File: src/rtl/polar_pkg.sv
// Shared constants, frame-count type and index helper for the polar encoder pipeline.
package polar_pkg;

  localparam int LOG_N_MAX = 10;
  localparam int CNT_W_DEF = 16;

  // Default-width counter type; instances with a non-default CNT_W declare their own.
  typedef logic [CNT_W_DEF-1:0] frame_cnt_t;

  // Reverse the low nbits of idx; used at elaboration to wire the reorder mux.
  function automatic int unsigned bitrev(input int unsigned idx, input int unsigned nbits);
    int unsigned r;
    r = 0;
    for (int unsigned b = 0; b < LOG_N_MAX; b++) begin
      if (b < nbits) r = r | (((idx >> b) & 1) << (nbits - 1 - b));
    end
    return r;
  endfunction

endpackage

File: src/rtl/polar_butterfly_stage.sv
// One butterfly stage: XOR network with span 2**STAGE plus its data/valid/mode registers.
module polar_butterfly_stage
  import polar_pkg::*;
#(
  parameter  int LOG_N = 2,
  parameter  int STAGE = 0,
  localparam int BITS  = 2**LOG_N
) (
  input  logic            clk,
  input  logic            rst_n,
  input  logic            en,
  input  logic [BITS-1:0] v,
  input  logic            vld_in,
  input  logic            rev_in,
  output logic [BITS-1:0] y,
  input  logic [BITS-1:0] d,
  output logic [BITS-1:0] q,
  output logic            vld_q,
  output logic            rev_q
);

  localparam int H = 2**STAGE;

  // y is exposed so the owner can insert logic (the reorder mux) before the register.
  for (genvar i = 0; i < BITS; i++) begin : g_bf
    if (((i >> STAGE) & 1) == 0) begin : g_top
      assign y[i] = v[i] ^ v[i+H];
    end else begin : g_bot
      assign y[i] = v[i];
    end
  end

  always_ff @(posedge clk) begin
    if (!rst_n) begin
      q     <= '0;
      vld_q <= 1'b0;
      rev_q <= 1'b0;
    end else if (en) begin
      q     <= d;
      vld_q <= vld_in;
      rev_q <= rev_in;
    end
  end

endmodule

File: src/rtl/polar_transform_pipe.sv
// Pipelined polar encoder x = u*F^{(x)n}: one butterfly per register, valid/ready on both sides.
module polar_transform_pipe
  import polar_pkg::*;
#(
  parameter  int LOG_N = 2,
  parameter  int CNT_W = 16,
  localparam int BITS  = 2**LOG_N
) (
  input  logic             clk,
  input  logic             rst_n,
  input  logic             in_valid,
  output logic             in_ready,
  input  logic             u [BITS],
  input  logic             bit_rev,
  output logic             out_valid,
  input  logic             out_ready,
  output logic             x [BITS],
  output logic [CNT_W-1:0] frame_cnt
);

  typedef logic [CNT_W-1:0] cnt_t;

  logic                       en;
  logic [LOG_N:0][BITS-1:0]   d_pipe;
  logic [LOG_N:0]             vld_pipe;
  logic [LOG_N:0]             rev_pipe;
  logic [LOG_N-1:0][BITS-1:0] y_comb;
  logic [LOG_N-1:0][BITS-1:0] y_load;
  logic                       rev_tail_unused;

  // Whole pipe advances together; in_ready is combinational from out_ready on purpose.
  assign en       = !out_valid || out_ready;
  assign in_ready = en;

  for (genvar i = 0; i < BITS; i++) begin : g_io
    assign d_pipe[0][i] = u[i];
    assign x[i]         = d_pipe[LOG_N][i];
  end

  assign vld_pipe[0]     = in_valid;
  assign rev_pipe[0]     = bit_rev;
  assign out_valid       = vld_pipe[LOG_N];
  assign rev_tail_unused = rev_pipe[LOG_N];

  for (genvar s = 0; s < LOG_N; s++) begin : g_stage
    polar_butterfly_stage #(
      .LOG_N (LOG_N),
      .STAGE (s)
    ) u_stage (
      .clk    (clk),
      .rst_n  (rst_n),
      .en     (en),
      .v      (d_pipe[s]),
      .vld_in (vld_pipe[s]),
      .rev_in (rev_pipe[s]),
      .y      (y_comb[s]),
      .d      (y_load[s]),
      .q      (d_pipe[s+1]),
      .vld_q  (vld_pipe[s+1]),
      .rev_q  (rev_pipe[s+1])
    );

    if (s == LOG_N-1) begin : g_last
      // Reorder sits in front of the final register, so it costs no cycle.
      logic [BITS-1:0] y_rev;
      for (genvar i = 0; i < BITS; i++) begin : g_rev
        localparam int unsigned RI = bitrev(i, LOG_N);
        assign y_rev[i] = y_comb[s][RI];
      end
      assign y_load[s] = rev_pipe[s] ? y_rev : y_comb[s];
    end else begin : g_mid
      assign y_load[s] = y_comb[s];
    end
  end

  always_ff @(posedge clk) begin
    if (!rst_n)                       frame_cnt <= '0;
    else if (out_valid && out_ready)  frame_cnt <= frame_cnt + cnt_t'(1);
  end

endmodule

File: config.mk
export PLATFORM = sky130hd
export DESIGN_NAME = polar_transform_pipe
export DESIGN_NICKNAME = d
export VERILOG_FILES = /design/src/rtl/polar_pkg.sv /design/src/rtl/polar_butterfly_stage.sv /design/src/rtl/polar_transform_pipe.sv
export SDC_FILE = /design/constraint.sdc
export NUM_CORES = 1
export LEC_CHECK = 0
export ABC_AREA = 1
export CORE_MARGIN = 2
export CORE_UTILIZATION = 48
export CTS_CLUSTER_DIAMETER = 30
export DETAILED_ROUTE_END_ITERATION = 12
export PLACE_DENSITY = 0.81
export SLEW_MARGIN = 20
export SYNTH_ARGS = -nofsm -noshare
export SYNTH_HDL_FRONTEND = slang
export SYNTH_SLANG_ARGS = --single-unit
File: constraint.sdc
create_clock -name clk -period 1.7 [get_ports clk]
set_clock_uncertainty 0.05 [all_clocks]
set_input_delay 0.425 -clock clk [delete_from_list [all_inputs] [get_ports clk]]
set_output_delay 0.425 -clock clk [all_outputs]
set_load 0.02 [all_outputs]
==> results by group, run 1 <==
CTS
  – CTS buffer count: 3
  – CTS tree: yes
  – CTS root buf: clkbuf_4
  – Worst-Skew Late Latency: 0.32 ns
  – CTS H-tree depth: 1
  – CTS max path bufs: 2
  – Clock sink total: 27
  – CTS clk-pin slew, worst paths: 0.14 ns
  – Hold buffer count at cts: 0

Place
  – Number of buffers added on ports: 30
  – Routability cong.: 0.776
  – Post-DP HPWL: 2.06 mm

Floorplan
  – Die Wd: 54.8 um
  – DIE AREA: 3000 um2
  – Die height: 54.8 um
  – IO Count: 31
  – CORE AREA: 2450 um2
  – FP Rows: 18
  – Starting Density: 50.4%

Logic synthesis
  – Post-synthesis compound-gate area fraction: 14.6%
  – Sequential area share after synthesis: 43.7%
  – Main combinational cell family by area after synthesis: simple AND/OR/NAND/NOR gates
  – Mux contribution to synthesized area: 0%
  – Yosys Warn Count: 0
  – Synth cell types: 21
  – Post-synthesis simple-gate area fraction: 27.7%
  – Syn Std Cell Area: 1240 um2
  – Synth top area cells: dfxtp_1 44%, nor2_1 9.4%, nand2_1 9.1%, o21ai_0 6.9%, inv_1 6.4%
  – Seq cells post-synth: 27
  – Post-Synth XOR/XNOR Area: 2.83%
  – Avg Cell Area, Syn: 7.07 um2
  – Post-Synth Adder-Cell Area: 1.01%
  – Post-Syn Instances: 175
  – Cell taking the most area after synthesis: dfxtp_1
  – Post-synth top area share: 43.7%
  – Net Count, Synth: 185

Global routing
  – Total track usage: 20.5%
  – Initial antenna violation count: 0
  – Global-route wire length before repair: 4.35 mm
  – Grt ovf: 0
  – Number of global-route vias before repair: 1092
  – Largest net degree at the start of global routing: 27

Worst setup path
  – Worst Setup End Kind: primary output
  – CP Data Arrival Time: 1.13 ns
  – Flop2flop setup slack: 0.15 ns
  – CP Cell Sequence: dlygate4sd2_1
  – Crit path max-delay family: flip-flops
  – Crit-path max cell delay: 0.45 ns
  – Crit Path Category: flop to primary output
  – Reg-to-reg startpoint: frame_cnt[1]
  – CP required: 1.22 ns
  – CP max-delay cell: dfxtp_1
  – CP bufs+invs: 1
  – Worst setup path startpoint: frame_cnt[2]
  – CP Launch Type: flop
  – CP max FO: 6

STA
  – Pins over their slew limit: 0
  – RSZ-0062 raised after global routing: false
  – Final hold vios: 0
  – Slew @ Worst Pin: 0.278 ns
  – Fin crit period: 1.60 ns
  – Final setup violation count: 0
  – Fin crit share: 94.3%
  – Slew HR: 81.4%
  – Maximum clock rate: 624 MHz
  – Worst Hold Margin: 0.447 ns

Routing
  – WL per Instance: 11.3 um
  – # DRC: 0
  – Final WL: 2.72 mm
  – Vias per Instance: 5.08
  – ANT nets after route: 0
  – First drt pass iteration count: 4
  – Vias: 1218
  – Iter 0 DRT Violations: 21

Min path
  – Worst Hold Class: flop to flop
  – Worst hold start: g_stage[1].u_stage.q[3]

Layout
  – Total Nets Final: 221
  – Antenna diode count: 0
  – Fillers: 220
  – Area delta synth->final: 29.9%
  – Layout cells sized above 1: 9.52%

Pwr
  – VDD IR-drop max: 550 uV
  – Lkg Pwr: 0.812 nW
  – Pwr Total: 1.08 mW
  – Pwr dens: 674 nW/um2

Status
  – Status: finished clean

Flow run
  – Max Cap Viol: 0
==> final cells by class <==
class / instances / area (um2) / share of cell area (%)
Multi-Input combinational cell: 119 / 571 / 35.5
Tap cell: 30 / 37.5 / 2.33
Clock buffer: 3 / 22.5 / 1.40
Clock inverter: 1 / 5.00 / 0.311
Timing Repair Buffer: 38 / 347 / 21.6
Inverter: 22 / 82.6 / 5.14
Sequential cell: 27 / 543 / 33.8
==> registers in the layout, summed over array words and instances, names as in the netlist <==
signal                 flops
g_stage.u_stage.q          8
g_stage.u_stage.vld_q      2
g_stage.u_stage.rev_q      1
frame_cnt                 16
==> placed cells by master (no fill, tap or decap) <==
| master | netlist | routed |
|---|---|---|
| a21oi_1 | 13 | 13 |
| and3_1 | 1 | 1 |
| buf_12 | 0 | 1 |
| buf_4 | 4 | 8 |
| clkbuf_4 | 0 | 3 |
| clkdlybuf4s50_1 | 0 | 7 |
| clkinv_2 | 0 | 1 |
| dfxtp_1 | 27 | 25 |
| dfxtp_2 | 0 | 2 |
| dlygate4sd2_1 | 0 | 21 |
| dlymetal6s2s_1 | 0 | 1 |
| ha_1 | 1 | 1 |
| inv_1 | 21 | 21 |
| inv_2 | 1 | 1 |
| nand2_1 | 30 | 30 |
| nand2_2 | 1 | 1 |
| nand3_1 | 9 | 9 |
| nand4_1 | 2 | 2 |
| nor2_1 | 31 | 31 |
| nor2_2 | 2 | 2 |
| nor3_1 | 3 | 3 |
| nor3_4 | 1 | 1 |
| o21a_1 | 1 | 1 |
| o21ai_0 | 17 | 17 |
| o21bai_1 | 3 | 3 |
| xnor2_1 | 4 | 4 |
==> kinds of logic after synthesis <==
group / Yosys count
flip-flops: 27
buffers and inverters: 29
adder cells (fa/ha/maj): 1
AND/OR/NAND/NOR: 80
AO/OA/AOI/OAI: 34
XOR/XNOR: 4
==> metrics by stage <==
step                util, %  instances  cell area (um2)  TNS (ns)  worst slack (ns)
floorplan                 -        175             1240         0             0.200
global placement       65.0        235             1600     -2.66            -0.458
detailed placement     65.0        235             1600     -3.02            -0.440
CTS                    64.9        239             1590         0           0.00120
global route           65.5        240             1610         0            0.0283
finish                 65.5        240             1610         0            0.0964
==> Yosys cell counts <==
| cell | count |
|---|---|
| nand3_1 | 9 |
| and3_1 | 1 |
| buf_2 | 2 |
| clkbuf_1 | 1 |
| buf_4 | 4 |
| nor2_2 | 2 |
| nor3_1 | 3 |
| inv_2 | 1 |
| o21ai_0 | 17 |
| o21a_1 | 1 |
| nor3_4 | 1 |
| xnor2_1 | 4 |
| dfxtp_1 | 27 |
| o21bai_1 | 3 |
| ha_1 | 1 |
| nand2_2 | 1 |
| nor2_1 | 31 |
| inv_1 | 21 |
| a21oi_1 | 13 |
| nand2_1 | 30 |
| nand4_1 | 2 |
==> final timing paths <==
check                       endpoint  cells past startpoint
max                     frame_cnt[2]                      1
min reg2reg  g_stage[1].u_stage.q[3]                      2
min          g_stage[1].u_stage.q[3]                      2
max reg2reg            frame_cnt[12]                      7
==> what timing repair did <==
| action | 4_1_cts | 5_1_grt |
|---|---|---|
| pin swaps | 1 | 2 |
| gates cloned | 0 | 0 |
| endpoints found under the setup margin | 22 | 4 |
| buffers inserted | 0 | 1 |
| gates resized for setup | 25 | 4 |
==> metal layers <==
layer,track usage [%],part of all wire (%)
met5,0,0
met4,10.0,1.4
met2,35.3,48
met1,23.6,44
met3,4.37,5.7
==> power by group <==
group / switching [mW] / leakage, nW / internal (mW)
combinational: 0.0683 / 0.573 / 0.0653
sequential: 0.0174 / 0.221 / 0.657
clock: 0.187 / 0.0177 / 0.0883
total: 0.272 / 0.812 / 0.811
Note: power is estimated with default switching activity, not from simulation.
==> run 2, diff against run 1 <==
--- a/config.mk
+++ b/config.mk
@@ -7,10 +7,12 @@
 export LEC_CHECK = 0
 export ABC_AREA = 1
 export CORE_MARGIN = 2
-export CORE_UTILIZATION = 48
+export CORE_UTILIZATION = 50
+export CTS_BUF_LIST = sky130_fd_sc_hd__clkbuf_2
 export CTS_CLUSTER_DIAMETER = 30
 export DETAILED_ROUTE_END_ITERATION = 12
-export PLACE_DENSITY = 0.81
+export HOLD_SLACK_MARGIN = 0.12
+export PLACE_DENSITY = 0.84
 export SLEW_MARGIN = 20
 export SYNTH_ARGS = -nofsm -noshare
 export SYNTH_HDL_FRONTEND = slang
==> run 2 against run 1 <==
Combinational power about the same; die area shrank 3.7%; non-clock buffer count stayed put; final cell count stayed put; hold slack lost 0.022 ns; register-to-register slack better by 0.05 ns; first-iteration DRC count down 9.5%; sequential power barely moved; count of clock-buffer cells in the layout is 1 higher; global-route usage down 0.18 points; critical path depth is the same.
==> results by group, run 2 (synthesis gave the netlist of run 1 again) <==
Status
  – Status: finished clean (unchanged)

Worst setup path
  – CP Cell Sequence: dlygate4sd2_1 (unchanged)
  – R2R depth: 6 (was 7)
  – CP Data Arrival Time: 1.14 ns (was 1.13 ns)
  – CP max-delay cell: dfxtp_1 (unchanged)
  – Worst Setup End Kind: primary output (unchanged)
  – CP max FO: 5 (was 6)
  – Critical path depth: 1 (unchanged)
  – Crit-path max cell delay: 0.45 ns (about the same)
  – Crit path max-delay family: flip-flops (unchanged)
  – CP required: 1.22 ns (about the same)
  – CP Launch Type: flop (unchanged)
  – Crit Path Category: flop to primary output (unchanged)
  – CP bufs+invs: 1 (unchanged)

Global routing
  – Global-route wire length before repair: 4.27 mm (was 4.35 mm)
  – Grt ovf: 0 (unchanged)
  – Total track usage: 20.3% (was 20.5%)
  – Number of global-route vias before repair: 1066 (was 1092)
  – Initial antenna violation count: 0 (unchanged)
  – Largest net degree at the start of global routing: 15 (was 27)

Place
  – Routability cong.: 0.769 (was 0.776)
  – Post-DP HPWL: 2.02 mm (was 2.06 mm)
  – Number of buffers added on ports: 30 (unchanged)

Layout
  – Commonest non-fill, non-tap cell in the layout: nor2_1 (unchanged)
  – Max reg flops: 16 (unchanged)
  – Total Nets Final: 221 (unchanged)
  – Area delta synth->final: 28.9% (was 29.9%)
  – Largest reg by FF count: frame_cnt (unchanged)
  – Layout cells sized above 1: 12.4% (was 9.52%)
  – Antenna diode count: 0 (unchanged)
  – Top Registers: frame_cnt (16), g_stage.u_stage.q (8), g_stage.u_stage.vld_q (2) (unchanged)
  – Commonest non-fill, non-tap cells in the layout: 31 x nor2_1, 30 x nand2_1, 21 x inv_1, 21 x dlygate4sd2_1, 19 x dfxtp_1 (was 31 x nor2_1, 30 x nand2_1, 25 x dfxtp_1, 21 x inv_1, 21 x dlygate4sd2_1)
  – Fin util: 66.2% (was 65.5%)

STA
  – Maximum clock rate: 617 MHz (was 624 MHz)
  – Slew @ Worst Pin: 0.314 ns (was 0.278 ns)
  – Slew HR: 78.9% (was 81.4%)
  – Fin crit share: 95.3% (was 94.3%)
  – RSZ-0062 raised after global routing: false (unchanged)
  – Fin crit period: 1.62 ns (was 1.60 ns)
  – Final setup violation count: 0 (unchanged)
  – Final hold vios: 0 (unchanged)
  – Pins over their slew limit: 0 (unchanged)

Routing
  – ANT nets after route: 0 (unchanged)
  – First drt pass iteration count: 4 (unchanged)
  – Vias: 1216 (was 1218)
  – Iter 0 DRT Violations: 19 (was 21)
  – Final WL: 2.57 mm (was 2.72 mm)
  – WL per Instance: 10.7 um (was 11.3 um)
  – Vias per Instance: 5.07 (was 5.08)
  – # DRC: 0 (unchanged)

Min path
  – Hold path cells: 1 (was 2)
  – Worst Hold Class: flop to flop (unchanged)

CTS
  – CTS clk-pin slew, worst paths: 0.23 ns (was 0.14 ns)
  – Hold buffer count at cts: 0 (unchanged)
  – Clock sink total: 27 (unchanged)
  – CTS root buf: clkbuf_2 (was clkbuf_4)
  – Setup bufs post-CTS: 0 (unchanged)
  – CTS max path bufs: 2 (unchanged)
  – CTS H-tree depth: 1 (unchanged)
  – Worst-Skew Late Latency: 0.35 ns (was 0.32 ns)
  – CTS buffer count: 3 (unchanged)
  – CTS tree: yes (unchanged)

Floorplan
  – Starting Density: 51.3% (was 50.4%)
  – Die Wd: 53.8 um (was 54.8 um)
  – DIE AREA: 2890 um2 (was 3000 um2)
  – FP Rows: 18 (unchanged)
  – CORE AREA: 2410 um2 (was 2450 um2)
  – Die height: 53.8 um (was 54.8 um)
  – IO Count: 31 (unchanged)

Pwr
  – Lkg Pwr: 0.808 nW (was 0.812 nW)
  – VDD IR-drop max: 552 uV (was 550 uV)
  – Pwr Total: 1.05 mW (was 1.08 mW)
  – Pwr dens: 658 nW/um2 (was 674 nW/um2)

Flow run
  – Max Cap Viol: 0 (unchanged)
==> run 2: cell types whose count changed in the layout (fill, tap and decap cells not counted), sizes merged <==
cell	before	now
clkbuf	3	4
clkinv	1	0
==> run 2: final timing paths <==
check | start | endpoint | slack (ns)
max | frame_cnt[1] | frame_cnt[1] | 0.08
min | frame_cnt[6] | frame_cnt[6] | 0.43
min reg2reg | frame_cnt[6] | frame_cnt[6] | 0.43
max reg2reg | frame_cnt[1] | frame_cnt[14] | 0.20
==> run 2: repair_timing <==
item | 4_1_cts | 5_1_grt
gates resized for setup | 25 | 10
pin swaps | 1 | 1
setup endpoints to repair | 22 | 8
==> run 2: layout make-up <==
type | count | area (um2)
Inverter | 22 | 82.6
Multi-Input combinational cell | 119 | 571
Fill cell | 217 | 815
Sequential cell | 27 | 551
Timing Repair Buffer | 38 | 334
Tap cell | 30 | 37.5
Clock buffer | 4 | 20.0
==> run 2: per-stage QoR <==
stage | cells | TNS, ns | worst slack [ns] | instance area (um2) | hold slack (ns)
after floorplan | 175 | 0 | 0.200 | 1240 | 0.391
after global routing | 240 | 0 | 0.00182 | 1600 | 0.444
after global placement | 236 | -2.18 | -0.415 | 1590 | 0.404
after CTS | 240 | 0 | 0.00826 | 1580 | 0.451
final | 240 | 0 | 0.0801 | 1600 | 0.425
after detailed placement | 236 | -3.02 | -0.430 | 1590 | 0.406
==> run 2: report_power, final <==
part,switching (mW),total [mW],internal (mW)
logic,0.0677,0.131,0.0637
registers,0.0170,0.676,0.659
clock network,0.181,0.243,0.0621
total,0.265,1.05,0.784
==> run 2: layer usage <==
layer	track usage [%]	up-vias	part of all wire, %
li1	-	625	-
met2	36.0	28	49
met3	3.61	4	4.4
met1	23.2	559	45
met4	9.83	0	1.2
met5	0	-	0
